**src/rtl/keypad_scanner.sv**
```systemverilog
// 3x3 keypad matrix scanner: walks an active-low column strobe and samples the rows.
// A press is debounced and reported as a key index with a one-cycle strobe and a held level.
module keypad_scanner #(
  parameter int SCAN_CYCLES = 4,
  parameter int DEBOUNCE    = 3
) (
  input  logic       clk,
  input  logic       reset,
  input  logic [2:0] row,
  output logic [2:0] col,
  output logic [3:0] key_code,
  output logic       key_valid,
  output logic       key_held
);

  localparam int DW = ($clog2(SCAN_CYCLES) > 1) ? $clog2(SCAN_CYCLES) : 1;
  // Press/release counters must be able to hold the value DEBOUNCE itself.
  localparam int SW = ($clog2(DEBOUNCE + 1) > 1) ? $clog2(DEBOUNCE + 1) : 1;

  localparam logic [DW-1:0] DWELL_LAST  = DW'(SCAN_CYCLES - 1);
  localparam logic [SW-1:0] STABLE_LAST = SW'(DEBOUNCE - 1);

  typedef enum logic [1:0] {
    S_SCAN,
    S_DEBOUNCE,
    S_HELD
  } state_t;

  state_t        state_q, state_d;
  logic [DW-1:0] dwell_q, dwell_d;
  logic [SW-1:0] stable_q, stable_d;
  logic [SW-1:0] rel_q, rel_d;
  logic [1:0]    row_idx_q, row_idx_d;
  logic [1:0]    col_idx_q, col_idx_d;
  logic [2:0]    col_d;
  logic [3:0]    key_code_d;
  logic          key_valid_d;
  logic          key_held_d;

  logic [1:0]    low_idx;
  logic [1:0]    col_next;
  logic          row_bit;

  // NOTE: every always_comb output gets a default first so no path can infer a latch.
  always_comb begin
    low_idx = 2'd0;
    if (!row[0])      low_idx = 2'd0;
    else if (!row[1]) low_idx = 2'd1;
    else if (!row[2]) low_idx = 2'd2;
  end

  assign col_next = (col_idx_q == 2'd2) ? 2'd0 : col_idx_q + 2'd1;
  assign row_bit  = row[row_idx_q];

  always_comb begin
    state_d     = state_q;
    dwell_d     = dwell_q;
    stable_d    = stable_q;
    rel_d       = rel_q;
    row_idx_d   = row_idx_q;
    col_idx_d   = col_idx_q;
    key_code_d  = key_code;
    key_valid_d = 1'b0;
    key_held_d  = key_held;

    case (state_q)
      S_SCAN: begin
        if (dwell_q == DWELL_LAST) begin
          dwell_d = '0;
          if (row == 3'b111) begin
            col_idx_d = col_next;
          end else begin
            row_idx_d = low_idx;
            stable_d  = SW'(1);
            state_d   = S_DEBOUNCE;
          end
        end else begin
          dwell_d = dwell_q + DW'(1);
        end
      end

      S_DEBOUNCE: begin
        if (!row_bit) begin
          if (stable_q >= STABLE_LAST) begin
            state_d     = S_HELD;
            key_code_d  = 4'(col_idx_q) * 4'd3 + 4'(row_idx_q);
            key_valid_d = 1'b1;
            key_held_d  = 1'b1;
            rel_d       = '0;
          end else begin
            stable_d = stable_q + SW'(1);
          end
        end else begin
          // Bounce: rescan the same column from a fresh dwell.
          state_d  = S_SCAN;
          dwell_d  = '0;
          stable_d = '0;
        end
      end

      S_HELD: begin
        if (row_bit) begin
          if (rel_q >= STABLE_LAST) begin
            state_d    = S_SCAN;
            key_held_d = 1'b0;
            col_idx_d  = col_next;
            dwell_d    = '0;
            stable_d   = '0;
            rel_d      = '0;
          end else begin
            rel_d = rel_q + SW'(1);
          end
        end else begin
          rel_d = '0;
        end
      end

      default: state_d = S_SCAN;
    endcase
  end

  assign col_d = ~(3'b001 << col_idx_d);

  // NOTE: sequential state uses non-blocking assignments only; reset is synchronous.
  always_ff @(posedge clk) begin
    if (reset) begin
      state_q   <= S_SCAN;
      dwell_q   <= '0;
      stable_q  <= '0;
      rel_q     <= '0;
      row_idx_q <= 2'd0;
      col_idx_q <= 2'd0;
      col       <= 3'b110;
      key_code  <= 4'd0;
      key_valid <= 1'b0;
      key_held  <= 1'b0;
    end else begin
      state_q   <= state_d;
      dwell_q   <= dwell_d;
      stable_q  <= stable_d;
      rel_q     <= rel_d;
      row_idx_q <= row_idx_d;
      col_idx_q <= col_idx_d;
      col       <= col_d;
      key_code  <= key_code_d;
      key_valid <= key_valid_d;
      key_held  <= key_held_d;
    end
  end

endmodule

```
**config.mk**
```make
export PLATFORM = sky130hd
export DESIGN_NAME = keypad_scanner
export DESIGN_NICKNAME = d
export VERILOG_FILES = /design/src/rtl/keypad_scanner.sv
export SDC_FILE = /design/constraint.sdc
export NUM_CORES = 1
export LEC_CHECK = 0
export CAP_MARGIN = 20
export CORE_AREA = 2 2 59 50
export DETAILED_ROUTE_END_ITERATION = 10
export DIE_AREA = 0 0 61 52
export PLACE_DENSITY = 0.69
export SLEW_MARGIN = 5
export SYNTH_ARGS = -nofsm -noshare
export SYNTH_HDL_FRONTEND = slang
export SYNTH_SLANG_ARGS = --single-unit
```
**constraint.sdc**
```tcl
create_clock -name clk -period 5 [get_ports clk]
set_clock_uncertainty 0.15 [all_clocks]
set_input_delay 1.25 -clock clk [delete_from_list [all_inputs] [get_ports clk]]
set_output_delay 1.25 -clock clk [all_outputs]
set_load 0.05 [all_outputs]
```
==> out/metrics.csv <==
metric,value,unit
status,"complete, no violations",
combPwrFrac,0.275,
cts_root_buffer,clkbuf_4,
gp_congestion,0.8703,
hold_violations,0,
crit_family,compound AO/OA/AOI/OAI gates,
dp_slack,1.495,ns
sw_frac_of_total,0.3199,
start_kind,input port,
worstSkewPairLatency,0.32,ns
cts_setup_buffers,0,
grt_pass1_wl,4209,um
cts_made_buffers,3,
drv_slew,0,
critPathMaxFanout,9,
critPathMaxStageDelay,0.64,ns
tns,0,ns
area_growth,12.87,%
p_switching,0.1218,mW
drt_iter0_drc,39,
ys_warn_count,0,
min-delay-path-class,flip-flop to flip-flop,
end_kind,flip-flop,
io_pins,14,
dieArea,3172,um^2
syn_area,1235,um^2
drc,0,
hpwlAfterDp,1925,um
synth_fp_nets,154,
cpMaxStageDelayCell,a211oi_2,
fmax,0.3172,GHz
arrival,3.19,ns
cp.required,5.03,ns
grt_overflow,0,
die_h,52,um
drive_gt1_frac,0.09934,
drt_wl_total,2555,um
layout_min_cycle_time,3.152,ns
ys_async_sr_fraction,0,
h-tree-depth,1,
clockPowerShare,0.223,
cts_sinks,21,
cts-resized-gates,0,
crit_type,input port to flip-flop,
worst_slack,1.848,ns
die_w,61,um
cts_tree,yes,
fillCellCount,253,
crit_path_cell_trace,clkdlybuf4s50_1 > mux2_2 > a211oi_2 > o21ai_0 > a21oi_1 > nor3_1,
crit_buf_inv,1,
slew_headroom,0.4853,
setup_viol,0,
rows,17,
yosysSeqAreaShare,0.3404,
maxCapViolations,0,
fin_hold_ws,0.3317,ns
synth_seq_cells,21,
ant_nets,0,
grt_pass1_vias,960,
intPower,0.2589,mW
core_area,2616,um^2
synthCells,138,
nNetsFinal,168,
cts_max_path_buffers,2,
wl_per_cell,13.52,um
path_clk_slew,0.12,ns
diodes,0,
worst_pin_slew,0.7696,ns
grt_usage,0.1807,
io_buffers,13,
ys.flop_type,dfxtp_1,
finalCritPeriodShare,0.6305,
vias,1058,
rsz0062_at_grt,false,
powerDensity,273.1,nW/um^2
start_util,0.4720,
cellLeakagePower,0.4810,nW
power_frac_seq,0.502,
via_per_inst,5.598,
ctsHoldBuffers,0,
firstDrtPassIters,4,
synth-edff-count,0,
ir_drop,0.2113,mV
syn_avg_cell_area,8.949,um^2
synthDistinctLibCells,39,
grt_max_degree,23,
antenna_found_initial,0,
final timing paths:
path                                  from          end  slack (ns)  depth (start not counted)
worst min register to register  dwell_q[1]   dwell_q[1]        0.33                          2
worst max register to register  state_q[1]  stable_q[0]        2.69                          7
worst min-delay path            dwell_q[1]   dwell_q[1]        0.33                          2
worst max-delay path                row[0]  stable_q[0]        1.85                          6
layout make-up:
cell class / instances / area (um^2) / share of cell area
well taps: 38 / 47.55 / 0.03411
inverters: 11 / 41.29 / 0.02962
repair buffers: 13 / 130.1 / 0.09336
clock inverters: 1 / 5.005 / 0.003591
multi-input cells: 102 / 726.9 / 0.5215
flip-flops and latches: 21 / 420.4 / 0.3016
clock buffers: 3 / 22.52 / 0.01616
power groups by stage:
stage,clock network [mW],registers [mW],logic [mW]
2_1_floorplan,0,0.194,0.0825
3_3_place_gp,0,0.194,0.0987
3_5_place_dp,0,0.194,0.105
4_1_cts,0.0906,0.191,0.105
5_1_grt,0.0944,0.193,0.118
6_report,0.0849,0.191,0.105
logic make-up (layout without fill, tap and decap cells):
family / count (synthesis) / after routing / synth area share
buf+inv: 15 / 28 / 0.07092
compound gates: 36 / 36 / 0.2047
simple gates: 50 / 50 / 0.2189
flops: 21 / 21 / 0.3404
mux: 5 / 5 / 0.04154
fa+ha+maj: 11 / 11 / 0.1236
metal layers:
metal,share of wire,vias to the layer above,GRT usage
li1,-,521,-
met1,0.47,496,0.2347
met2,0.45,37,0.2903
met3,0.067,4,0.05721
met4,0.0086,0,0.04348
met5,0,-,0
Yosys cell counts, types with 2 or more instances:
| cell | count | share of area |
|---|---|---|
| mux2i_1 | 4 | 0.032 |
| nand2b_1 | 2 | 0.010 |
| and3_1 | 3 | 0.015 |
| dfxtp_1 | 21 | 0.34 |
| or3b_2 | 2 | 0.014 |
| nor2b_1 | 3 | 0.015 |
| inv_1 | 11 | 0.033 |
| nor2_1 | 13 | 0.040 |
| a211oi_1 | 2 | 0.012 |
| ha_1 | 9 | 0.091 |
| nand3_1 | 8 | 0.032 |
| a21oi_1 | 9 | 0.036 |
| nand3b_1 | 2 | 0.012 |
| fa_1 | 2 | 0.032 |
| a21oi_2 | 2 | 0.014 |
| o21ai_0 | 5 | 0.020 |
| nand2_1 | 6 | 0.018 |
| nor3_1 | 6 | 0.024 |
| a22oi_1 | 4 | 0.024 |
| clkbuf_8 | 3 | 0.033 |
| o31ai_1 | 2 | 0.012 |
| o21a_1 | 2 | 0.012 |
state kept, by name, summed over array words and instances, names as in the netlist:
name and cells:
dwell_q 2, key_held 1, state_q 2, col_idx_q 2
row_idx_q 2, rel_q 2, stable_q 2, key_code 4
key_valid 1, col 3
stage by stage:
| step | total power [mW] | area, um^2 | cells | utilization |
|---|---|---|---|---|
| final | 0.3807 | 1394 | 189 | 0.5328 |
| after global routing | 0.4046 | 1394 | 189 | 0.5328 |
| after CTS | 0.3866 | 1394 | 189 | 0.5328 |
| after detailed placement | 0.2993 | 1366 | 185 | 0.5222 |
| after global placement | 0.2929 | 1366 | 185 | 0.5222 |
| after floorplan | 0.2763 | 1235 | 138 | - |
tightest hold or removal path: stages (launching register included):
cell and delay (ns):
dfxtp_1 0.33, nand3_1 0.06, a21oi_1 0.05
placed cells by master, fill, tap and decap left out, types with 4 or more instances in the layout:
cell type / count
a22oi_1: 4
o21ai_0: 5
nand3_1: 8
ha_1: 9
mux2i_1: 4
inv_1: 11
nor3_1: 6
dfxtp_1: 21
nor2_1: 13
clkdlybuf4s50_1: 13
a21oi_1: 9
nand2_1: 6
Note: power is estimated with default switching activity, not from simulation.
